<file path="config.mk">
export PLATFORM = sky130hd
export DESIGN_NAME = pipe_skid_reg
export DESIGN_NICKNAME = d
export VERILOG_FILES = /design/src/rtl/pipe_skid_reg.sv
export SDC_FILE = /design/constraint.sdc
export NUM_CORES = 1
export LEC_CHECK = 0
export ABC_AREA = 1
export ABC_CLOCK_PERIOD_IN_PS = 1650
export CAP_MARGIN = 25
export CORE_MARGIN = 4
export CORE_UTILIZATION = 45
export CTS_CLUSTER_DIAMETER = 30
export DETAILED_ROUTE_END_ITERATION = 8
export GPL_TIMING_DRIVEN = 0
export PLACE_DENSITY = 0.83
export SLEW_MARGIN = 20
export SYNTH_ARGS = -nofsm -noshare
export SYNTH_HDL_FRONTEND = slang
export SYNTH_SLANG_ARGS = --single-unit
</file>
<file path="constraint.sdc">
create_clock -name clk -period 1.65 [get_ports clk]
set_clock_uncertainty 0.2 [all_clocks]
set_input_delay 0.495 -clock clk [delete_from_list [all_inputs] [get_ports clk]]
set_output_delay 0.495 -clock clk [all_outputs]
set_load 0.01 [all_outputs]
</file>
<file path="src/rtl/pipe_skid_reg.sv">
// Ready/valid pipeline register with a 2-entry skid buffer, flush and occupancy.
// Optional perf counters (stall_cnt, full_cnt) exist when PIPE_SKID_PERF_EN is defined.
module pipe_skid_reg #(
  parameter int unsigned WIDTH      = 32,
  parameter bit          CLEAR_DATA = 1'b1
) (
  input  logic             clk,
  input  logic             reset,
  input  logic             flush,
  input  logic             in_valid,
  input  logic [WIDTH-1:0] in_data,
  output logic             in_ready,
  output logic             out_valid,
  output logic [WIDTH-1:0] out_data,
  input  logic             out_ready,
  output logic [1:0]       occupancy
`ifdef PIPE_SKID_PERF_EN
  ,
  output logic [31:0]      stall_cnt,
  output logic [31:0]      full_cnt
`endif
);

  typedef enum logic [1:0] {
    EMPTY = 2'd0,
    BUSY  = 2'd1,
    FULL  = 2'd2
  } state_e;

  state_e           state_q, state_d;
  logic [WIDTH-1:0] main_q, main_d;
  logic [WIDTH-1:0] skid_q, skid_d;
  logic             out_valid_q, out_valid_d;
  logic             in_ready_q, in_ready_d;
  logic             in_fire, out_fire;

  assign in_fire  = in_valid & in_ready_q;
  assign out_fire = out_valid_q & out_ready;

  always_comb begin
    state_d     = state_q;
    main_d      = main_q;
    skid_d      = skid_q;
    out_valid_d = out_valid_q;
    in_ready_d  = in_ready_q;
    if (flush) begin
      // Any out_fire this cycle already completed downstream; in_fire is dropped.
      state_d     = EMPTY;
      out_valid_d = 1'b0;
      in_ready_d  = 1'b1;
      if (CLEAR_DATA) begin
        main_d = '0;
        skid_d = '0;
      end
    end else begin
      unique case (state_q)
        EMPTY: begin
          if (in_fire) begin
            main_d      = in_data;
            state_d     = BUSY;
            out_valid_d = 1'b1;
            in_ready_d  = 1'b1;
          end
        end
        BUSY: begin
          if (in_fire && out_fire) begin
            main_d = in_data;
          end else if (in_fire) begin
            skid_d     = in_data;
            state_d    = FULL;
            in_ready_d = 1'b0;
          end else if (out_fire) begin
            state_d     = EMPTY;
            out_valid_d = 1'b0;
            if (CLEAR_DATA) main_d = '0;
          end
        end
        FULL: begin
          if (out_fire) begin
            main_d     = skid_q;
            state_d    = BUSY;
            in_ready_d = 1'b1;
            if (CLEAR_DATA) skid_d = '0;
          end
        end
        default: begin
          state_d     = EMPTY;
          out_valid_d = 1'b0;
          in_ready_d  = 1'b1;
        end
      endcase
    end
  end

  always_ff @(posedge clk) begin
    if (reset) begin
      state_q     <= EMPTY;
      main_q      <= '0;
      skid_q      <= '0;
      out_valid_q <= 1'b0;
      in_ready_q  <= 1'b1;
    end else begin
      state_q     <= state_d;
      main_q      <= main_d;
      skid_q      <= skid_d;
      out_valid_q <= out_valid_d;
      in_ready_q  <= in_ready_d;
    end
  end

  assign in_ready  = in_ready_q;
  assign out_valid = out_valid_q;
  assign out_data  = main_q;
  assign occupancy = state_q;

`ifdef PIPE_SKID_PERF_EN
  logic [31:0] stall_q, stall_d;
  logic [31:0] full_q, full_d;

  // Saturating counters; flush deliberately leaves them untouched.
  always_comb begin
    stall_d = stall_q;
    full_d  = full_q;
    if (out_valid_q && !out_ready && stall_q != '1) stall_d = stall_q + 32'd1;
    if (state_q == FULL && full_q != '1)            full_d  = full_q + 32'd1;
  end

  always_ff @(posedge clk) begin
    if (reset) begin
      stall_q <= '0;
      full_q  <= '0;
    end else begin
      stall_q <= stall_d;
      full_q  <= full_d;
    end
  end

  assign stall_cnt = stall_q;
  assign full_cnt  = full_q;
`else
`endif

endmodule

</file>
Word-level counts from Yosys, hierarchy flattened

Cells that the tools add are included.

Equal/unequal tests: 11
Reduce and logical (&&, ||, !) cells: 10
Multiplexer cells: 23
Bitwise logic cells: 3

Operator list:

| operator                                             | count |
|---|---|
| 2-to-1 mux 32 bit                                    | 6 |
| case mux 32 bit (3 select lines)                     | 1 |
| case mux 32 bit (2 select lines)                     | 1 |
| inequality test 2 bit (second input constant)        | 6 |
| AND reduction 4 bit                                  | 3 |
| 2-to-1 mux 2 bit                                     | 5 |
| AND reduction 5 bit                                  | 2 |
| inequality test 3 bit (second input constant)        | 3 |
| 2-to-1 mux 1 bit                                     | 7 |
| case mux 1 bit (3 select lines)                      | 2 |
| case mux 2 bit (3 select lines)                      | 1 |
| nonzero test 3 bit                                   | 1 |
| AND 1 bit                                            | 2 |
| equality test 2 x 1 -> 1 bit (second input constant) | 1 |
| equality test 2 bit (second input constant)          | 1 |
| zero test 2 bit                                      | 1 |
| nonzero test 2 bit                                   | 1 |
| OR reduction 2 bit                                   | 1 |
| logical AND 1 bit                                    | 1 |
| inverter 1 bit                                       | 1 |

Bits of input ports: 37
Register bits: 68
Output and inout port bits: 36

Longest topological paths before layout

Word-level depth: 5
Mapped depth: 11
Gate-level depth less buffers: 10

Worst setup path after synthesis

No wires, ideal clock.

Path kind: register -> register
Start point: reg state_q[0], in the netlist occupancy[0]
End point: reg main_q[10], in the netlist out_data[10]
Setup time: 0.117 ns
Setup slack: -0.126 ns
Path buffers: 1
Stages on the path, launching flop included: 10
Arrival time: 1.459 ns
Required time: 1.333 ns
Cell sequence: dfxtp_1 -> inv_1 -> ha_1 -> nand2_2 -> nand2_2 -> nor2_8 -> buf_4 -> nand2_1 -> a21oi_1 -> nor2_1

Longest elaborated chain between the ends: 3

RTL lines:

| item                                                          | RTL line | text |
|---|---|---|
| start: declaration                                            | 30       | `state_e state_q, state_d;` |
| start signal: assignment                                      | 103      | `state_q <= state_d;` |
| equality test 2 x 1 -> 1 bit, or another cell as far along    | 56       | `unique case (state_q)` |
| inequality test 3 bit (no line), or another cell as far along | --       |  |
| AND reduction 5 bit (no line)                                 | --       |  |
| end signal: assignment                                        | 104      | `main_q <= main_d;` |
| end: declaration                                              | 31       | `logic [WIDTH-1:0] main_q, main_d;` |

Parallel ways exist; a longest one is shown, timed or not.
A chain may end at the register's enable or synchronous reset.

Worst setup path after layout

Start point: reg state_q[1], in the netlist occupancy[1]
End point: reg main_q[16], in the netlist out_data[16]

Same word-level chain as after synthesis.

==> impl_metrics.env <==
export IMPL_status="finished, violations left"
export IMPL_failed_checks="negative setup slack"
export IMPL_synthMuxAreaShare_pct=0
export IMPL_critical_path_class="reg2reg"
export IMPL_hold_viol=0
export IMPL_first_pass_iters=5
export IMPL_critPathLaunchType="register"
export IMPL_tightest_slew_ns=0.315
export IMPL_cts_root_buf="clkbuf_8"
export IMPL_ant_nets=0
export IMPL_diodes=0
export IMPL_power_density_nw_per_um2=837
export IMPL_synth_adder_area_share_pct=1.56
export IMPL_hp_class="reg2reg"
export IMPL_synth_seq_area_share_pct=42.4
export IMPL_die_x_microns=92.5
export IMPL_synthToLayoutAreaGrowth_pct=55.3
export IMPL_clk_pin_slew_worst_paths_ns=0.07
export IMPL_groute_usage_overall_pct=24.2
export IMPL_p_leak_uw=0.00222
export IMPL_synth_most_common_cell="nand2_1"
export IMPL_place_inst=661
export IMPL_critical_path_endpoint_type="register"
export IMPL_synth_area_leaders="dfxtp_1, nand2_1, nor2_1, a21oi_1, inv_1"
export IMPL_synth_xor_area_share_pct=0
export IMPL_path_cells="inv_4, ha_4, inv_4, nor2_4, nand2_4, nand2_8, buf_12, buf_8, a21oi_2, nor2_1"
export IMPL_maxCapViolCount=0
export IMPL_synthSimpleGateAreaFrac_pct=36.6
export IMPL_die_h_microns=92.5
export IMPL_seqPwrFrac_pct=42.6
export IMPL_syn_avg_cell_area_sq_um=6.51
export IMPL_switching_share_pct=31.0
export IMPL_critPathRequiredTime_ns=1.71
export IMPL_intPower_uw=2880
export IMPL_p_comb_share_pct=26.8
export IMPL_grt_busiest_layer="met2"
export IMPL_final_nets=647
export IMPL_ys_ff_latch=68
export IMPL_htree_levels=3
export IMPL_dr_first_iter_drc_count=270
export IMPL_clock_latency_ns=0.35
export IMPL_ys_warn_count=0
export IMPL_synthDominantCellAreaShare_pct=42.4
export IMPL_async_flop_share_pct=0
export IMPL_drc=0
export IMPL_coreArea_sq_um=6870
export IMPL_layout_setup_ws_ns=-0.155
export IMPL_grtUsageMet2_pct=41.7
export IMPL_fillers=489
export IMPL_cts_buffer_depth=2
export IMPL_io_buffer_count=72
export IMPL_hpwl_microns=6020
export IMPL_syn_num_nets=534
export IMPL_synth_cells=493
export IMPL_setup_viol=67
export IMPL_synth_compound_gate_area_share_pct=10.3
export IMPL_critPathMaxFanout=10
export IMPL_ir_worst_vdd_mv=1.01
export IMPL_grt_pass1_wl_microns=16500
export IMPL_p_switching_uw=1290
export IMPL_gp_congestion=0.814
export IMPL_viasPerCell=5.30
export IMPL_num_io_pins=73
export IMPL_clkPwrFrac_pct=30.6
export IMPL_antenna_found_initial=0
export IMPL_initial_core_util_pct=46.8
export IMPL_netlist_top_cells_count="nand2_1, nor2_1, dfxtp_1"
export IMPL_slew_violations=0
export IMPL_finalHoldWorstSlack_ns=0.290
export IMPL_grtUsageMet1_pct=28.4
export IMPL_yosysTopAreaCell="dfxtp_1"
export IMPL_fin_cells=707
export IMPL_rsz0062_at_grt="yes"
export IMPL_synth_edf_count=0
export IMPL_crit_slowest_cell="dfxtp_4"
export IMPL_critPathMostFrequentCell="inv_4"
export IMPL_arrival_ns=1.87
export IMPL_grt_overflow=0
export IMPL_slew_headroom_pct=78.9
export IMPL_grt_util_met3_pct=6.82
export IMPL_grt_max_degree=11
export IMPL_vias=3750
export IMPL_cts_inserted_buffers=9
export IMPL_total_power_uw=4170
export IMPL_slowest_delay_ns=0.37
export IMPL_synth_top_family_by_area="simple AND/OR/NAND/NOR gates"
export IMPL_final_layout_size_suffix_gt1_share_pct=36.2
export IMPL_row_count=30
export IMPL_die_area_sq_um=8550
export IMPL_syn_cell_area_sq_um=3210
export IMPL_cts_tree="built"
export IMPL_period_needed_ns=1.80
export IMPL_routedWlPerCell_microns=16.8
export IMPL_synth_distinct_cells=20
export IMPL_first_global_vias=3569
export IMPL_wl_microns=11800
export IMPL_synthFlopType="dfxtp_1"
export IMPL_fin_crit_sh_pct=109
export IMPL_fmax_ghz=0.554
export IMPL_clock_sinks=68
[per-stage QoR]
stage	util [%]	setup slack, ns	instance area (sq um)	setup TNS [ns]
6_report	72.6	-0.155	4990	-6.01
5_1_grt	72.6	-0.217	4990	-9.58
4_1_cts	68.1	-0.0628	4680	-1.83
3_5_place_dp	59.1	-0.624	4060	-36.73
3_3_place_gp	59.1	-0.588	4060	-34.89
2_1_floorplan	-	-0.00303	3220	-0.0329
[critical path: cells and delay by family (launching register included)]
family	cells	cell delay (ns)
AO/OA/AOI/OAI	1	0.08
adder cells (fa/ha/maj)	1	0.18
AND/OR/NAND/NOR	4	0.50
flip-flops	1	0.37
buffers and inverters	4	0.41
[path summary, 6_finish.rpt]
kind         slack (ns)  cells after the start           end         start
min reg2reg        0.29                      2    skid_q[15]    skid_q[15]
min                0.29                      2    skid_q[15]    skid_q[15]
max               -0.15                     10  out_data[16]  occupancy[1]
max reg2reg       -0.15                     10  out_data[16]  occupancy[1]
[per-layer routing]
layer | vias up | routed length (microns)
li1 | 1733 | -
met1 | 1757 | 4510
met2 | 207 | 5820
met3 | 53 | 967
met4 | 0 | 546
met5 | - | 0
[sequential cells by signal, indices dropped and copies added (netlist names)]
name and cells:
in_ready 1, occupancy 2, out_data 32, out_valid 1, skid_q 32
[power by group through the flow]
stage	clock (uW)	combinational, uW	sequential, uW
3_5_place_dp	0	773	1810
6_report	1280	1120	1780
4_1_cts	1280	919	1770
5_1_grt	1380	1190	1780
2_1_floorplan	0	428	1830
3_3_place_gp	0	756	1800
[cell usage in the layout (no fill, tap or decap)]
master,instances
nand2_4,20
buf_4,18
clkdlybuf4s15_2,1
dfxtp_4,2
inv_2,3
nor2_2,5
clkbuf_1,3
nand2_1,108
a21oi_1,1
nor3_1,1
clkinv_2,1
nand3_2,1
inv_1,26
nand2_2,40
clkdlybuf4s50_1,34
inv_4,4
nand3_1,4
a21oi_2,32
nand2_8,3
clkdlybuf4s15_1,8
o21ai_2,1
clkbuf_8,12
clkbuf_2,29
buf_6,22
nor2_1,108
ha_4,4
o21ai_1,12
clkbuf_4,1
o21ai_0,20
dfxtp_2,3
buf_8,3
dlygate4sd2_1,2
dfxtp_1,63
nand3_4,1
nor2_8,1
buf_12,3
nor2_4,5
buf_2,6
[cell families (layout without fill, tap and decap cells)]
logic type | after synthesis | after routing
AND/OR/NAND/NOR | 294 | 297
adder cells (fa/ha/maj) | 4 | 4
AO/OA/AOI/OAI | 66 | 66
flip-flops | 68 | 68
buffers and inverters | 61 | 176
[final cells by class]
class / count / area, sq um / share of cell area, %
Inverter: 33 / 134 / 2.68
Tap cell: 96 / 120 / 2.41
Multi-Input combinational cell: 367 / 2060 / 41.3
Clock inverter: 1 / 5.00 / 0.100
Sequential cell: 68 / 1370 / 27.5
Clock buffer: 15 / 176 / 3.54
Buffer: 28 / 285 / 5.72
Timing Repair Buffer: 99 / 835 / 16.7
[timing repair]
action                     CTS  global route
cloned                       6             6
hold buffers                 0             0
buffers inserted            12             6
hold endpoints to repair     0             0
resized for setup          159           143
pin swaps                   16            25
setup endpoints to repair  104           103
(Power assumes the default switching activity.)
